$ cat config.mk
export PLATFORM = sky130hd
export DESIGN_NAME = qkv_tile_fetch_gen
export DESIGN_NICKNAME = d
export VERILOG_FILES = /design/src/rtl/qkv_tile_fetch_gen.sv
export SDC_FILE = /design/constraint.sdc
export NUM_CORES = 2
export LEC_CHECK = 0
export CORE_AREA = 2 2 612 614
export CTS_CLUSTER_SIZE = 16
export DETAILED_ROUTE_END_ITERATION = 7
export DIE_AREA = 0 0 614 616
export PLACE_DENSITY_LB_ADDON = 0.2
export SYNTH_ARGS = -nofsm -noshare
export SYNTH_HDL_FRONTEND = slang
export SYNTH_SLANG_ARGS = --single-unit
$ cat constraint.sdc
create_clock -name clk -period 69.3 [get_ports clk]
set_input_delay 13.86 -clock clk [delete_from_list [all_inputs] [get_ports clk]]
set_output_delay 13.86 -clock clk [all_outputs]
set_load 0.05 [all_outputs]
$ cat src/rtl/qkv_tile_fetch_gen.sv
// Tile fetch engine: walks a matrix in linear or column-stride order, reads NUM_CH BRAM banks in
// lockstep and returns latency-aligned beats through a small skid FIFO with valid/ready handshake.
module qkv_tile_fetch_gen #(
    parameter int NUM_CH       = 3,
    parameter int ADDR_WIDTH   = 16,
    parameter int DATA_WIDTH   = 256,
    parameter int ORIG_ROWS    = 512,
    parameter int ORIG_COLS    = 768,
    parameter int NUM_BITS     = 8,
    parameter int TILE_FETCHES = 32,
    parameter int BRAM_LATENCY = 1,
    parameter int BASE_ADDR    = 0
) (
    input  logic                         clk,
    input  logic                         rst,
    input  logic                         start,
    input  logic                         abort,
    input  logic                         mode,
    input  logic [NUM_CH-1:0]            ch_mask,
    input  logic [15:0]                  num_tiles,
    output logic [NUM_CH-1:0]            bram_en,
    output logic [ADDR_WIDTH-1:0]        bram_addr,
    input  logic [NUM_CH*DATA_WIDTH-1:0] bram_dout,
    output logic                         out_valid,
    input  logic                         out_ready,
    output logic [NUM_CH*DATA_WIDTH-1:0] out_data,
    output logic                         out_tile_last,
    output logic                         tile_done,
    output logic                         all_done,
    output logic                         busy
);

    localparam int WPR   = ORIG_COLS * NUM_BITS / DATA_WIDTH;
    localparam int TOTAL = ORIG_ROWS * WPR;
    localparam int BW    = (TILE_FETCHES > 1) ? $clog2(TILE_FETCHES) : 1;
    localparam int DW    = NUM_CH * DATA_WIDTH;

    localparam logic [ADDR_WIDTH-1:0] BASE_A  = ADDR_WIDTH'(BASE_ADDR);
    localparam logic [ADDR_WIDTH-1:0] WPR_A   = ADDR_WIDTH'(WPR);
    localparam logic [ADDR_WIDTH-1:0] IDX_MAX = ADDR_WIDTH'(TOTAL - 1);
    localparam logic [ADDR_WIDTH-1:0] ROW_MAX = ADDR_WIDTH'(ORIG_ROWS - 1);
    localparam logic [ADDR_WIDTH-1:0] COL_MAX = ADDR_WIDTH'(WPR - 1);
    localparam logic [BW-1:0]         BEAT_MAX = BW'(TILE_FETCHES - 1);

    typedef enum logic [1:0] {IDLE, RUN, DRAIN} state_t;

    state_t                  state, state_nxt;
    logic                    mode_q;
    logic [NUM_CH-1:0]       mask_q;
    logic [15:0]             tiles_q;
    logic [15:0]             tile_cnt;
    logic [BW-1:0]           beat_cnt;
    logic [ADDR_WIDTH-1:0]   idx, row, col;
    logic [BRAM_LATENCY-1:0] vld_sr, last_sr;
    logic                    zero_done_q;

    logic [DW-1:0]           fifo_data [4];
    logic                    fifo_last [4];
    logic [1:0]              wr_ptr, rd_ptr;
    logic [2:0]              fifo_cnt;

    logic [3:0]              inflight;
    logic [3:0]              occupancy;
    logic                    start_ok, issue, beat_last, job_last;
    logic                    push, pop, final_hs;
    logic [DW-1:0]           ret_data;

    assign start_ok  = (state == IDLE) && start && !abort;
    assign beat_last = (beat_cnt == BEAT_MAX);
    assign job_last  = beat_last && (tile_cnt == tiles_q - 16'd1);

    // Reads still in the BRAM pipeline count against FIFO space, so a push can never find it full.
    always_comb begin
        inflight = '0;
        for (int i = 0; i < BRAM_LATENCY; i++) begin
            inflight = inflight + {3'b000, vld_sr[i]};
        end
    end

    assign occupancy = {1'b0, fifo_cnt} + inflight;
    assign issue     = (state == RUN) && !abort && (occupancy < 4'd4);
    assign push      = vld_sr[BRAM_LATENCY-1] && !abort;
    assign out_valid = (fifo_cnt != 3'd0) && !abort;
    assign pop       = out_valid && out_ready;
    assign final_hs  = (state == DRAIN) && pop && (fifo_cnt == 3'd1) && (inflight == 4'd0);

    assign out_data      = out_valid ? fifo_data[rd_ptr] : '0;
    assign out_tile_last = out_valid && fifo_last[rd_ptr];
    assign tile_done     = pop && out_tile_last;
    assign all_done      = zero_done_q || final_hs;
    assign busy          = (state != IDLE);

    assign bram_en   = issue ? mask_q : '0;
    assign bram_addr = mode_q ? (BASE_A + row * WPR_A + col) : (BASE_A + idx);

    always_comb begin
        ret_data = '0;
        for (int ch = 0; ch < NUM_CH; ch++) begin
            if (mask_q[ch]) begin
                ret_data[ch*DATA_WIDTH +: DATA_WIDTH] = bram_dout[ch*DATA_WIDTH +: DATA_WIDTH];
            end
        end
    end

    always_comb begin
        state_nxt = state;
        case (state)
            IDLE:    if (start_ok && (num_tiles != 16'd0)) state_nxt = RUN;
            RUN:     if (issue && job_last) state_nxt = DRAIN;
            DRAIN:   if (final_hs) state_nxt = IDLE;
            default: state_nxt = IDLE;
        endcase
        if (abort) begin
            state_nxt = IDLE;
        end
    end

    always_ff @(posedge clk) begin
        if (rst) begin
            state       <= IDLE;
            zero_done_q <= 1'b0;
            mode_q      <= 1'b0;
            mask_q      <= '0;
            tiles_q     <= '0;
            tile_cnt    <= '0;
            beat_cnt    <= '0;
            idx         <= '0;
            row         <= '0;
            col         <= '0;
            vld_sr      <= '0;
            last_sr     <= '0;
            wr_ptr      <= '0;
            rd_ptr      <= '0;
            fifo_cnt    <= '0;
        end else begin
            state       <= state_nxt;
            zero_done_q <= start_ok && (num_tiles == 16'd0);

            // Every accepted start rewinds the walk to BASE_ADDR.
            if (start_ok) begin
                mode_q   <= mode;
                mask_q   <= ch_mask;
                tiles_q  <= num_tiles;
                tile_cnt <= '0;
                beat_cnt <= '0;
                idx      <= '0;
                row      <= '0;
                col      <= '0;
            end else if (issue) begin
                beat_cnt <= beat_last ? '0 : beat_cnt + 1'b1;
                if (beat_last) begin
                    tile_cnt <= tile_cnt + 16'd1;
                end
                if (mode_q) begin
                    if (row == ROW_MAX) begin
                        row <= '0;
                        col <= (col == COL_MAX) ? '0 : col + 1'b1;
                    end else begin
                        row <= row + 1'b1;
                    end
                end else begin
                    idx <= (idx == IDX_MAX) ? '0 : idx + 1'b1;
                end
            end

            if (abort) begin
                vld_sr   <= '0;
                last_sr  <= '0;
                wr_ptr   <= '0;
                rd_ptr   <= '0;
                fifo_cnt <= '0;
            end else begin
                for (int i = BRAM_LATENCY - 1; i > 0; i--) begin
                    vld_sr[i]  <= vld_sr[i-1];
                    last_sr[i] <= last_sr[i-1];
                end
                vld_sr[0]  <= issue;
                last_sr[0] <= issue && beat_last;
                if (push) wr_ptr <= wr_ptr + 2'd1;
                if (pop)  rd_ptr <= rd_ptr + 2'd1;
                case ({push, pop})
                    2'b10:   fifo_cnt <= fifo_cnt + 3'd1;
                    2'b01:   fifo_cnt <= fifo_cnt - 3'd1;
                    default: fifo_cnt <= fifo_cnt;
                endcase
            end
        end
    end

    always_ff @(posedge clk) begin
        if (push) begin
            fifo_data[wr_ptr] <= ret_data;
            fifo_last[wr_ptr] <= last_sr[BRAM_LATENCY-1];
        end
    end

endmodule

# [Word level (Yosys, flattened, before mapping)]
# Memory sizes are Yosys's and may differ from the RTL's. A register that Yosys moved wholly into a read port is not among the register bits.
# Index checks and enable logic that the tools add are counted.
[totals] ram_bits=3076 memories=2 word_cells=99 register_bits=101 in_bits=793 out_inout_bits=792
[op_classes] n_lt_le_gt_ge=1 reduce_logical=33 eq_ne=13 add_sub_neg=12 bitwise_logic=1 n_mul=1 mux=21
[memory_table] memory="fifo_data" depth=4 width=768 read_ports=1 rd_clocked_by_memory_dff=1 write_ports=1 line_no="57" text="logic [DW-1:0] fifo_data [4];"
[memory_table] memory="fifo_last" depth=4 width=1 read_ports=1 rd_clocked_by_memory_dff=1 write_ports=1 line_no="58" text="logic fifo_last [4];"
[op_table] operator="256-bit two-way mux" count=3
[op_table] operator="768-bit two-way mux" count=1
[op_table] operator="16-bit by 1-bit adder with 16-bit output, second input constant" count=4
[op_table] operator="16-bit two-way mux" count=4
[op_table] operator="1-bit logical AND" count=17
[op_table] operator="16-bit adder" count=1
[op_table] operator="16-bit by 14-bit equality test with 1-bit output, second input constant" count=1
[op_table] operator="16-bit equality test" count=1
[op_table] operator="16-bit by 5-bit equality test with 1-bit output, second input constant" count=1
[op_table] operator="16-bit by 9-bit equality test with 1-bit output, second input constant" count=1
[op_table] operator="16-bit zero test" count=1
[op_table] operator="16-bit by 2-bit multiplier with 13-bit output, second input constant" count=1
[op_table] operator="16-bit nonzero test" count=1
[op_table] operator="16-bit by 1-bit subtractor with 16-bit output, second input constant" count=1
[op_table] operator="2-bit two-way mux" count=7
[op_table] operator="2-bit case mux with 3 select lines" count=1
[op_table] operator="3-bit case mux with 2 select lines" count=1
[op_table] operator="2-bit AND reduction" count=3
[op_table] operator="3-bit AND reduction" count=2
[op_table] operator="5-bit by 1-bit adder with 5-bit output, second input constant" count=1
[op_table] operator="5-bit equality test, second input constant" count=1
[op_table] operator="5-bit two-way mux" count=1
[op_table] operator="2-bit by 1-bit adder with 2-bit output, second input constant" count=2
[op_table] operator="3-bit by 1-bit adder with 4-bit output" count=1
[op_table] operator="other kinds (18)" count=24

# [Depth between registers and ports, before layout]
[depth] word_depth=8 ltp_mapped=15 mapped_depth_nobuf=15

# [Worst setup path after synthesis]
# OpenSTA, ideal clock, no wires.
[synth_timing] kind="in2reg" start="in abort" end="mem fifo_data[0][0] (netlist bit), enable pin" n_path_buf=1 t_required_ns=68.060 slack_ns=36.465 setup_ns=1.240 arrival_ns=31.596 path_stages=3 cell_sequence="buf_2 -> nor2b_1 -> and2_1"
[synth_between] elab_chain_cells=4
[synth_lines] item="start: declaration" line_no="17" text="input logic abort,"
[synth_lines] item="1-bit zero test" line_no="82" text="assign push = vld_sr[BRAM_LATENCY-1] && !abort;"
[synth_lines] item="1-bit logical AND" line_no="82"
[synth_lines] item="1-bit two-way mux" line_no="191" text="if (push) begin"
[synth_lines] item="1-bit two-way mux (not written as such)" line_no="192" text="fifo_data[wr_ptr] <= ret_data;"
[synth_lines] item="end: declaration" line_no="57"
# No other way between the ends.

# [Final worst setup path]
[layout_timing] start="in abort" end="out out_data[608]"
[layout_between] elab_chain_cells=3
[layout_lines] item="1-bit zero test" line_no="83" text="assign out_valid = (fifo_cnt != 3'd0) && !abort;"
[layout_lines] item="1-bit logical AND" line_no="83"
[layout_lines] item="768-bit two-way mux" line_no="87" text="assign out_data = out_valid ? fifo_data[rd_ptr] : '0;"
[layout_lines] item="end: declaration" line_no="26" text="output logic [NUM_CH*DATA_WIDTH-1:0] out_data,"
# No other way between the ends.

==> results.py <==
metrics = {
    "run_status": {
        "status": "completed",
    },
    "worst_setup_path": {
        "cp_data_required_time_ns": 55.44,
        "cp-start-kind": "input pin",
        "reg2reg_slack_ns": 62.17,
        "cp-end-kind": "output port",
        "path_max_fanout": 177,
        "worst_ep_arrival_time_ns": 19.21,
        "criticalPathCategory": "input pin to output port",
    },
    "placement": {
        "place_area_um2": 148500,
        "pre_cts_ws_ns": 36.23,
        "dp.cells": 12780,
        "place_congestion": 0.8254,
        "dp_hpwl_um": 261400,
        "port-buffer-count": 1584,
    },
    "synthesis": {
        "yosys_warnings": 0,
        "async_reset_ff_share_pct": 0,
        "yosys_register_bits": 3179,
        "synth_top_area_share_pct": 72.78,
        "synth_area_leader_cell": "edfxtp_1",
        "synth_area_leaders": "edfxtp_1, mux4_2, and2_1",
        "synth_edf_count": 3076,
        "synth_nets": 7319,
        "syn_area_um2": 126900,
        "ys.flop_type": "edfxtp_1",
        "yosysMostFrequentCell": "edfxtp_1",
        "seq_area_frac_synth_pct": 74.40,
        "yosysUniqueCellTypes": 68,
        "synth_area_per_cell_um2": 19.58,
        "synth_commonest_cells": "edfxtp_1, and2_1, mux4_2, clkbuf_1, dfxtp_1",
        "syn_inst": 6482,
    },
    "global_routing": {
        "gr-usage-all-layers_pct": 19.94,
        "grt_pass1_vias": 68770,
        "grt_antenna_before_repair": 225,
        "overflow": 0,
        "grt_max_degree": 243,
        "grt_pass1_wl_um": 535700,
    },
    "sta": {
        "period_share_pct": 47.72,
        "slew_violations": 0,
        "layout_setup_ws_ns": 36.23,
        "max_slew_margin_pct": 15.23,
        "finClkSkew_ns": 0.04260,
        "min_period_ns": 33.07,
        "worstMarginPinSlew_ns": 1.272,
        "hold_viol": 0,
        "fin_setup_tns_ns": 0,
        "fmax_mhz": 30.24,
        "setup_violations": 0,
        "rsz0062_at_grt": "false",
    },
    "drt": {
        "routedLengthMet1_um": 153000,
        "top_layer_used": "met5",
        "finalWirelength_um": 388000,
        "antenna_left": 0,
        "drcViolationCount": 0,
        "first_iter_violations": 5417,
        "dr_wl_met2_um": 194900,
        "wl_per_cell_um": 28.71,
        "firstDrtPassIters": 6,
        "via_per_inst": 4.969,
        "wl_met3_um": 24970,
        "dr_total_vias": 67130,
    },
    "clock_network": {
        "clock_latency_ns": 0.92,
        "clockBufferDepth": 4,
        "htree_levels": 5,
        "cts_buffers": 352,
        "clkSinkCount": 3179,
        "cts_hold_buf": 0,
        "clk_pin_slew_worst_paths_ns": 0.06,
        "post_cts_buffers": 0,
        "cts_resized": 0,
        "root_buffer": "clkbuf_16",
        "cts_tree": "done",
    },
    "pwr": {
        "leakage_uw": 0.04675,
        "p_per_area_nw_per_um2": 24.91,
        "fin_total_pwr_uw": 3979,
        "vdd_drop_max_mv": 0.01992,
    },
    "run": {
        "drv_cap": 0,
    },
    "finish": {
        "drive_gt1_share_pct": 16.28,
        "stdcell_count": 13510,
        "nFillCells": 32730,
        "nets": 8995,
        "areaGrowthSynthToFinish_pct": 25.88,
        "finalInstanceArea_um2": 159800,
    },
    "die": {
        "start_util_pct": 34.18,
        "die_h_um": 616,
        "core_um2": 371400,
        "rows": 224,
        "dieArea_um2": 378200,
        "ios": 1585,
        "die_x_um": 614,
    },
    "worst_hold_path": {
        "hold_path.class": "register to register",
    },
}
==> cells in the final DEF (no fill, tap or decap), types with 16 or more instances in the layout <==
cell,synthesis,final
edfxtp_1,3076,3076
clkdlybuf4s50_1,0,1584
and2_1,1547,1543
mux4_2,769,769
clkbuf_16,0,355
nor2_1,102,101
dfxtp_1,103,98
diode_2,0,94
clkbuf_1,243,88
nand2_1,86,86
clkinv_1,0,85
buf_4,0,85
clkinv_2,0,55
xor2_1,54,54
a21oi_1,44,44
ha_1,42,42
xnor2_1,40,40
nand3_1,26,26
inv_1,23,23
o21ai_0,22,22
bufinv_16,0,20
and3_1,18,18
nand4_1,16,16
==> worst max-delay path, stage by stage <==
cell	delay, ns
clkdlybuf4s50_1	0.65
nor2_4	0.83
buf_4	0.81
buf_4	0.66
buf_4	0.89
and2_1	0.28
clkdlybuf4s50_1	0.82
==> sequential cells by signal, summed over array words and instances, names as in the netlist, named ones only <==
signal	count
wr_ptr	2
fifo_cnt	3
state	2
vld_sr	1
fifo_last	4
beat_cnt	5
rd_ptr	2
mask_q	3
row	16
col	16
tile_cnt	16
idx	16
tiles_q	16
mode_q	1
fifo_data	3072
last_sr	1
zero_done_q	1
==> cells by family after synthesis <==
family	share of synthesized area, %
flops	74.40
simple gates	8.910
mux	13.80
buf+inv	1.186
compound gates	0.6063
xor+xnor	0.6487
fa+ha+maj	0.4456
==> per-layer routing <==
metal	global-route usage [%]	vias up
met5	0	-
met3	4.582	725
li1	-	28860
met2	33.69	2172
met1	24.69	35310
met4	7.949	60
==> final timing paths <==
path                            depth (start not counted)   startpoint          endpoint
worst max-delay path                                    7        abort     out_data[608]
worst min-delay path                                    2  beat_cnt[4]       beat_cnt[4]
worst max register to register                          8       vld_sr  fifo_data[0][23]
worst min register to register                          2  beat_cnt[4]       beat_cnt[4]
==> where the power goes <==
part | internal, uW | switching, uW | leakage, uW
logic | 51.7 | 41.4 | 0.0157
registers | 2090 | 2.71 | 0.0257
clock network | 1020 | 767 | 0.00534
total | 3170 | 811 | 0.0468
==> through the flow <==
step / utilization (%) / hold WS [ns]
2_1_floorplan: - / 0.4383
3_3_place_gp: 39.99 / 0.4469
3_5_place_dp: 39.99 / 0.4696
4_1_cts: 42.96 / 0.4780
5_1_grt: 43.00 / 0.4874
6_report: 43.02 / 0.4772
==> layout make-up <==
| class | count | area [um^2] | area share [%] |
|---|---|---|---|
| multi-input combinational | 2920 | 31000 | 19.41 |
| tap | 4972 | 6221 | 3.894 |
| antenna | 94 | 235.2 | 0.1472 |
| clock buffer | 445 | 9241 | 5.785 |
| timing repair buffer | 1682 | 16750 | 10.49 |
| sequential | 3179 | 94450 | 59.12 |
| clock inverter | 196 | 1767 | 1.106 |
| inverter | 23 | 86.33 | 0.05404 |
(Power assumes the default switching activity.)
